===== src/rtl/mdu_pkg.sv =====
// Shared encodings for the multiply/divide unit: op codes, FSM states, iteration count.
package mdu_pkg;

    localparam logic [1:0] MDU_MULT  = 2'b00;
    localparam logic [1:0] MDU_MULTU = 2'b01;
    localparam logic [1:0] MDU_DIV   = 2'b10;
    localparam logic [1:0] MDU_DIVU  = 2'b11;

    localparam logic [1:0] IDLE = 2'd0;
    localparam logic [1:0] RUN  = 2'd1;
    localparam logic [1:0] DONE = 2'd2;

    localparam int ITER = 32;

endpackage


===== src/rtl/mdu.sv =====
// Iterative MULT/MULTU/DIV/DIVU unit owning the HI/LO registers, plus MTHI/MTLO writes.
// Latency: result in HI/LO 32 edges after the accepting edge, done pulses the cycle after.
// Backpressure: none; busy tells the core to stall, start while busy is dropped.
module mdu
    import mdu_pkg::*;
#(
    parameter int               WIDTH   = 32,
    parameter logic [WIDTH-1:0] DIV0_LO = 32'hFFFFFFFF
) (
    input  logic             clk,
    input  logic             reset,
    input  logic             start,
    input  logic [1:0]       op,
    input  logic [WIDTH-1:0] A,
    input  logic [WIDTH-1:0] B,
    input  logic             hi_we,
    input  logic             lo_we,
    input  logic [WIDTH-1:0] wdata,
    output logic             busy,
    output logic             done,
    output logic [WIDTH-1:0] HI,
    output logic [WIDTH-1:0] LO
);

    localparam int W2 = 2 * WIDTH;
    localparam int CW = $clog2(ITER);

    logic [1:0]       state;
    logic [CW-1:0]    cnt;
    logic             is_div;
    logic             neg_q;
    logic             sa_q;
    logic             div0_q;
    logic [WIDTH-1:0] opb;
    logic [W2-1:0]    work;

    logic [W2-1:0]    shifted;
    logic [WIDTH:0]   add_a;
    logic [WIDTH:0]   add_b;
    logic [WIDTH:0]   add_y;
    logic             q_bit;
    logic [W2-1:0]    work_nxt;
    logic [W2-1:0]    prod_fix;
    logic [WIDTH-1:0] quo_fix;
    logic [WIDTH-1:0] rem_fix;
    logic [WIDTH-1:0] res_hi;
    logic [WIDTH-1:0] res_lo;

    logic             accept;
    logic             signed_op;
    logic [WIDTH-1:0] a_abs;
    logic [WIDTH-1:0] b_abs;

    assign busy = (state == RUN);
    assign done = (state == DONE);

    assign accept    = start && (state != RUN);
    assign signed_op = ~op[0];
    assign a_abs     = (signed_op && A[WIDTH-1]) ? -A : A;
    assign b_abs     = (signed_op && B[WIDTH-1]) ? -B : B;

    // One shared adder: add for shift-add multiply, trial subtract for restoring divide.
    always_comb begin
        shifted = {work[W2-2:0], 1'b0};
        add_a   = is_div ? {1'b0, shifted[W2-1:WIDTH]} : {1'b0, work[W2-1:WIDTH]};
        add_b   = {1'b0, opb};
        add_y   = is_div ? (add_a - add_b) : (add_a + add_b);
        // The bit shifted out of the remainder is the 33rd bit of the trial value.
        q_bit   = work[W2-1] | ~add_y[WIDTH];

        if (is_div) begin
            work_nxt = q_bit ? {add_y[WIDTH-1:0], shifted[WIDTH-1:1], 1'b1} : shifted;
        end else begin
            work_nxt = work[0] ? {add_y, work[WIDTH-1:1]}
                               : {1'b0, work[W2-1:WIDTH], work[WIDTH-1:1]};
        end
    end

    // Divide-by-zero leaves the dividend magnitude in rem, so the remainder fix restores raw A.
    always_comb begin
        prod_fix = neg_q ? -work_nxt : work_nxt;
        quo_fix  = neg_q ? -work_nxt[WIDTH-1:0] : work_nxt[WIDTH-1:0];
        rem_fix  = sa_q ? -work_nxt[W2-1:WIDTH] : work_nxt[W2-1:WIDTH];
        res_hi   = is_div ? rem_fix : prod_fix[W2-1:WIDTH];
        res_lo   = is_div ? (div0_q ? DIV0_LO : quo_fix) : prod_fix[WIDTH-1:0];
    end

    always_ff @(posedge clk or negedge reset) begin
        if (!reset) begin
            state  <= IDLE;
            cnt    <= '0;
            is_div <= 1'b0;
            neg_q  <= 1'b0;
            sa_q   <= 1'b0;
            div0_q <= 1'b0;
            opb    <= '0;
            work   <= '0;
            HI     <= '0;
            LO     <= '0;
        end else if (state == RUN) begin
            work <= work_nxt;
            cnt  <= cnt + 1'b1;
            if (cnt == CW'(ITER - 1)) begin
                HI    <= res_hi;
                LO    <= res_lo;
                state <= DONE;
            end
        end else begin
            if (hi_we) HI <= wdata;
            if (lo_we) LO <= wdata;
            if (accept) begin
                is_div <= op[1];
                neg_q  <= signed_op && (A[WIDTH-1] ^ B[WIDTH-1]);
                sa_q   <= signed_op && A[WIDTH-1];
                div0_q <= op[1] && (B == '0);
                cnt    <= '0;
                state  <= RUN;
                if (op[1]) begin
                    opb  <= b_abs;
                    work <= {{WIDTH{1'b0}}, a_abs};
                end else begin
                    opb  <= a_abs;
                    work <= {{WIDTH{1'b0}}, b_abs};
                end
            end else begin
                state <= IDLE;
            end
        end
    end

endmodule


===== config.mk =====
export PLATFORM = sky130hd
export DESIGN_NAME = mdu
export DESIGN_NICKNAME = d
export VERILOG_FILES = /design/src/rtl/mdu_pkg.sv /design/src/rtl/mdu.sv
export SDC_FILE = /design/constraint.sdc
export NUM_CORES = 1
export LEC_CHECK = 0
export BUFFER_PORTS_ARGS = -buffer_cell sky130_fd_sc_hd__buf_2
export CORE_MARGIN = 3
export CORE_UTILIZATION = 54
export CTS_BUF_LIST = sky130_fd_sc_hd__clkbuf_8
export DETAILED_ROUTE_END_ITERATION = 8
export HOLD_SLACK_MARGIN = 0.06
export PLACE_DENSITY_LB_ADDON = 0.3
export SETUP_SLACK_MARGIN = 0.3
export SYNTH_ARGS = -nofsm -noshare
export SYNTH_HDL_FRONTEND = slang
export SYNTH_SLANG_ARGS = --single-unit

===== constraint.sdc =====
create_clock -name clk -period 8.2 [get_ports clk]
set_input_delay 0.82 -clock clk [delete_from_list [all_inputs] [get_ports clk]]
set_output_delay 0.82 -clock clk [all_outputs]
set_load 0.05 [all_outputs]

==> results of run 1 <==
[path summary, 6_finish.rpt]
path / from / to / slack, ns / depth (start not counted)
max in group asynchronous: reset / is_div / 6.63 / 2
worst max register to register: opb[9] / HI[10] / 0.89 / 27
min in group clk: cnt[3] / cnt[3] / 0.48 / 1
worst min register to register: cnt[3] / cnt[3] / 0.48 / 1
worst max-delay path: opb[9] / HI[10] / 0.89 / 27
worst min-delay path: reset / state[1] / 0.20 / 1
[placed cells by master (no fill, tap or decap), types with 58 or more instances in the layout]
cell      Yosys  routed
o21ai_0     197     196
nand2_1     227     226
xnor2_1     111     111
a211oi_1     70      70
buf_2         5     167
a21oi_1     200     200
nor3_1       62      61
nor2_1      190     188
nand3_1      58      58
dfrtp_1     171     170
[sequential cells by signal, summed over array words and instances (netlist names)]
register and flops:
work 64, LO 32, neg_q 1, is_div 1, div0_q 1, sa_q 1, cnt 5, state 2
opb 32, HI 32
[critical path, delay by kind of cell, from the launching register on]
family | cells | cell delay (ns)
xor+xnor | 2 | 0.43
flops | 1 | 0.43
mux | 1 | 0.29
compound gates | 12 | 2.68
fa+ha+maj | 2 | 0.63
simple gates | 10 | 2.75
[layer usage]
layer / vias up / wire, µm / GRT usage [%]
li1: 7619 / - / -
met1: 7691 / 21930 / 44.90
met2: 842 / 25560 / 56.30
met3: 157 / 4490 / 5.527
met4: 0 / 2518 / 15.24
met5: - / 0 / 0
[metrics by stage]
step	worst slack, ns	cell area, µm²	hold WS, ns	utilization (%)	cells
after floorplan	0.4262	15630	0.4429	-	2053
after global placement	0.5526	16540	0.4708	58.73	2481
after detailed placement	0.08274	16540	0.4726	58.73	2481
after CTS	0.5152	16930	0.1870	60.11	2513
after global routing	0.3761	16960	0.2023	60.22	2513
final	0.8871	16960	0.2004	60.23	2514
[final cells by class]
type	instances	area (µm²)	area share (%)
clock inverters	15	142.6	0.8409
diodes	1	2.502	0.01475
inverters	53	198.9	1.173
well taps	378	473.0	2.788
clock buffers	17	234.0	1.379
multi-input cells	1693	10650	62.76
flip-flops and latches	171	4283	25.25
repair buffers	186	982.2	5.790
[logic make-up (layout without fill, tap and decap cells)]
logic type	after synthesis	count (layout)	share of synthesized area, %
AOI/OAI and AO/OA	693	693	27.82
xor gates and xnor gates	164	164	9.188
adders and majority gates	40	40	3.250
buffers and inverters	189	271	4.874
DFF	171	171	27.37
muxes	88	88	6.187
other	0	1	0
and+or+nand+nor	708	708	21.31
[what timing repair did]
item | 4_1_cts | 5_1_grt
endpoints found under the setup margin | 9 | 12
endpoints found under the hold margin | 0 | 0
gates resized for setup | 3 | 8
hold buffers | 0 | 0
==> metrics.md, run 1 <==
| Metric | Value |
|---|---|
| Run status | completed |
| Clk pin slew, worst setup/hold paths | 0.11 ns |
| CP max FO | 10 |
| Top cells by area, synth | dfrtp_1 27%, a21oi_1 6.4%, o21ai_0 6.3% |
| Required time of the critical path | 8.58 ns |
| HP Class | input port to asynchronous set/reset pin |
| DR pass1 iterations | 6 |
| Post-synthesis sequential area ratio | 27.37% |
| Setup bufs post-CTS | 0 |
| Layout cells sized above 1 | 14.29% |
| Maximum clock insertion buffer count | 2 |
| Slew Limit Fails | 0 |
| Vias in the first global route | approximately 15000 |
| Num CTS Buffers | 17 |
| GPL Wtd Cong | 0.9765 |
| Die area | 31030 µm² |
| Num rows | 61 |
| Worst setup EP type | flop |
| Vias per cell | 6.487 |
| Most common cell on crit path | o21ai_0 |
| Post-detail-place hpwl | 42480 µm |
| Antenna Nets Post-Route | 0 |
| Largest net degree at the start of global routing | 117 |
| Synth cell count leaders | 227 x nand2_1, 200 x a21oi_1, 197 x o21ai_0 |
| Antenna violations before repair | 1 |
| Max-slew headroom | approximately 20% |
| Min Clock Period, post-route | 7.313 ns |
| Final hold vios | 0 |
| Chip width | 176.1 µm |
| Slew @ Worst Pin | 1.190 ns |
| EDFF count, synth | 0 |
| Crit path arrival time | 7.69 ns |
| Startpoint Class | flop |
| First-pass GRT wire length | 84150 µm |
| Max Clock Skew | 0.02041 ns |
| RSZ-0062 raised after global routing | false |
| Die Y | 176.1 µm |
| Syn Nets | 2196 |
| Final wirelength | ~54000 µm |
| Placeable core area | 28160 µm² |
| Area Overhead vs Synth | 8.508% |
| Syn Inst Count | a little over 2000 |
| Yosys top cell area share | 27.37% |
| Final #Nets | 2265 |
| Synth area leader | dfrtp_1 |
| Final period util | 89.18% |
| CTS tree | built |
| Achievable Freq | 136.7 MHz |
| # fillers | 2574 |
| Drt drc | 0 |
| DRT iter0 DRCs | 1824 |
| PortBufs | about 170 |
| Initial core utilization | between 50% and 60% |
| Leading register cell type out of synthesis | dfrtp_1 |
| Max_cap viols | 0 |
| Synth async-reset ratio | 100.0% |
| H-Tree Level Count | 4 |
| Via count | 16310 |
| WL/cell | 21.68 µm |
| Clock sink count | 171 |
| GRT overflow | 0 |
| Synth cell types | 94 |
| Ys Warns | 0 |
| Netlist Area Pre-Place | 15630 µm² |
| Root buf cell | clkbuf_8 |
| Total GRT Usage | between 30% and 40% |
| Synthesized area per cell | around 7.6 µm² |
| Final setup viols | 0 |
| # IOs | between 150 and 200 |
| Crit path kind | flop to flop |
| Worst stage delay on the critical path | 0.56 ns |
| Worst path slowest cell | or4_1 |
| Latest clock arrival within the worst-skew pair | 0.49 ns |
| Setup TNS | 0 ns |
| Cell with the most instances after synthesis | nand2_1 |
| Seq cells post-synth | 171 |
Power of run 1 is left out: the tool's default activity adds up to more than one toggle a clock period on the data nets, which glitch-free logic cannot reach.
==> run 2, diff against run 1 <==
CORE_UTILIZATION = 48   (was 54)
==> metrics.md, run 2 (synthesis results as in run 1) <==
| Metric | Value |
|---|---|
| Setup bufs post-CTS | 0 (unchanged) |
| Final hold vios | 0 (unchanged) |
| Final wirelength | 55110 µm (+1.1%) |
| Max FFs per register | 64 (unchanged) |
| PortBufs | 168 (unchanged) |
| Crit path kind | flop to flop |
| RSZ-0062 raised after global routing | false |
| Placeable core area | 31800 µm² (+13%) |
| CTS tree | built |
| GRT overflow | 0 (unchanged) |
| H-Tree Level Count | 4 (unchanged) |
| Vias per cell | 6.332 (-2.4%) |
| Drt drc | 0 (unchanged) |
| Area Overhead vs Synth | 9.453% |
| GPL Wtd Cong | 0.9906 (+1.4%) |
| Final #Nets | 2269 (+0.18%) |
| Most frequent cells in the layout | 226 x nand2_1, 200 x a21oi_1, 196 x o21ai_0, 188 x nor2_1, 170 x dfrtp_1 |
| Setup TNS | 0 ns (unchanged) |
| Antenna violations before repair | 3 (+2) |
| Maximum clock insertion buffer count | 2 (unchanged) |
| Post-detail-place hpwl | 43010 µm (+1.2%) |
| Startpoint Class | flop |
| Worst setup EP type | flop |
| Min Clock Period, post-route | 7.332 ns (+0.01879 ns) |
| Max-slew headroom | 20.56% (+0.40 points) |
| Slew @ Worst Pin | 1.184 ns (-0.005886 ns) |
| Chip width | 186.5 µm (+5.9%) |
| Most common cell after layout, fill and taps aside | nand2_1 |
| Max_cap viols | 0 (unchanged) |
| Die Y | 186.5 µm (+5.9%) |
| Largest net degree at the start of global routing | 117 (unchanged) |
| Max Clock Skew | 0.02689 ns (+0.006482 ns) |
| Num rows | 65 (+6.6%) |
| Via count | 16310 (-0.018%) |
| Latest clock arrival within the worst-skew pair | 0.50 ns (about the same) |
| Vias in the first global route | 15310 (+1.0%) |
| DRT iter0 DRCs | 1595 (-13%) |
| Layout cells sized above 1 | 14.35% (+0.067 points) |
| Die area | 34770 µm² (+12%) |
| Slew Limit Fails | 0 (unchanged) |
| Clock sink count | 171 (unchanged) |
| CP max FO | 10 (unchanged) |
| Clk pin slew, worst setup/hold paths | 0.11 ns (about the same) |
| Run status | completed |
| CTS resizes | 0 (-3) |
| Initial core utilization | 49.16% (-6.3 points) |
| Largest register by flop count | work |
| Antenna Nets Post-Route | 0 (unchanged) |
| Achievable Freq | 136.4 MHz (-0.26%) |
| DR pass1 iterations | 5 (-1) |
| # IOs | 169 (unchanged) |
| Root buf cell | clkbuf_8 |
| Final period util | 89.41% (+0.23 points) |
| Num CTS Buffers | 17 (unchanged) |
| Required time of the critical path | 8.57 ns (about the same) |
| Final setup viols | 0 (unchanged) |
| Total GRT Usage | 30.70% (-3.7 points) |
| Crit path arrival time | 7.70 ns (about the same) |
| Hold-fix buffers, CTS | 0 (unchanged) |
| HP Class | input port to asynchronous set/reset pin |
| First-pass GRT wire length | 85350 µm (+1.4%) |
| WL/cell | 21.40 µm (-1.3%) |
==> run 2: final timing paths <==
kind	startpoint	to	slack, ns	cells after the start
setup / recovery	opb[9]	HI[12]	0.87	27
hold / removal	reset	cnt[4]	0.37	1
setup reg to reg	opb[9]	HI[12]	0.87	27
hold reg to reg	div0_q	div0_q	0.50	2
max in group asynchronous	reset	HI[14]	6.23	2
min in group clk	div0_q	div0_q	0.50	2
==> run 2: area by class of cell <==
| type | instances | area (µm²) |
|---|---|---|
| antenna | 1 | 2.502 |
| clock buffer | 18 | 247.7 |
| clock inverter | 14 | 183.9 |
| fill | 3112 | 14690 |
| inverter | 53 | 198.9 |
| multi-input combinational | 1693 | 10630 |
| sequential | 171 | 4283 |
| tap | 435 | 544.3 |
| timing repair buffer | 190 | 1025 |
==> run 2: per-layer routing <==
layer / part of all wire, % / GRT usage, % / vias up / wire length (µm)
met4: 5.1 / 15.00 / 2 / 2794
li1: - / - / 7619 / -
met1: 42 / 40.57 / 7766 / 23000
met2: 46 / 49.13 / 773 / 25190
met3: 7.5 / 4.997 / 146 / 4110
met5: 0.036 / 0 / - / 20
==> run 2: worst max-delay path, stage by stage, from the launching register on <==
cell and delay (ns):
dfrtp_1 0.43, or4_1 0.58, or3_1 0.35, nor2_1 0.28
nand3_1 0.15, nor3_1 0.18, buf_4 0.17, a21oi_1 0.07
xnor2_1 0.22, ha_1 0.35, a21oi_1 0.23, o21ai_0 0.19
a211oi_1 0.28, o31a_1 0.26, o21a_2 0.37, nand2_1 0.12
o21ai_0 0.19, ha_1 0.29, o2111ai_1 0.19, nor2_2 0.24
nand4_1 0.24, o21ai_1 0.30, a21boi_1 0.40, nor2_1 0.16
o41ai_2 0.40, xor2_1 0.18, o21ai_1 0.07, mux2_4 0.28
==> run 2: metrics by stage <==
step	cell area (µm²)	worst slack, ns	hold WS (ns)	cells	util, %
2_1_floorplan	15630	0.4262	0.4429	2053	-
3_3_place_gp	16650	0.9493	0.4631	2542	52.37
3_5_place_dp	16650	0.6050	0.4759	2542	52.37
4_1_cts	17090	0.5502	0.4441	2574	53.73
5_1_grt	17110	0.3278	0.4671	2575	53.81
6_report	17110	0.8683	0.3747	2575	53.81
Power of run 2 is left out for the same reason.
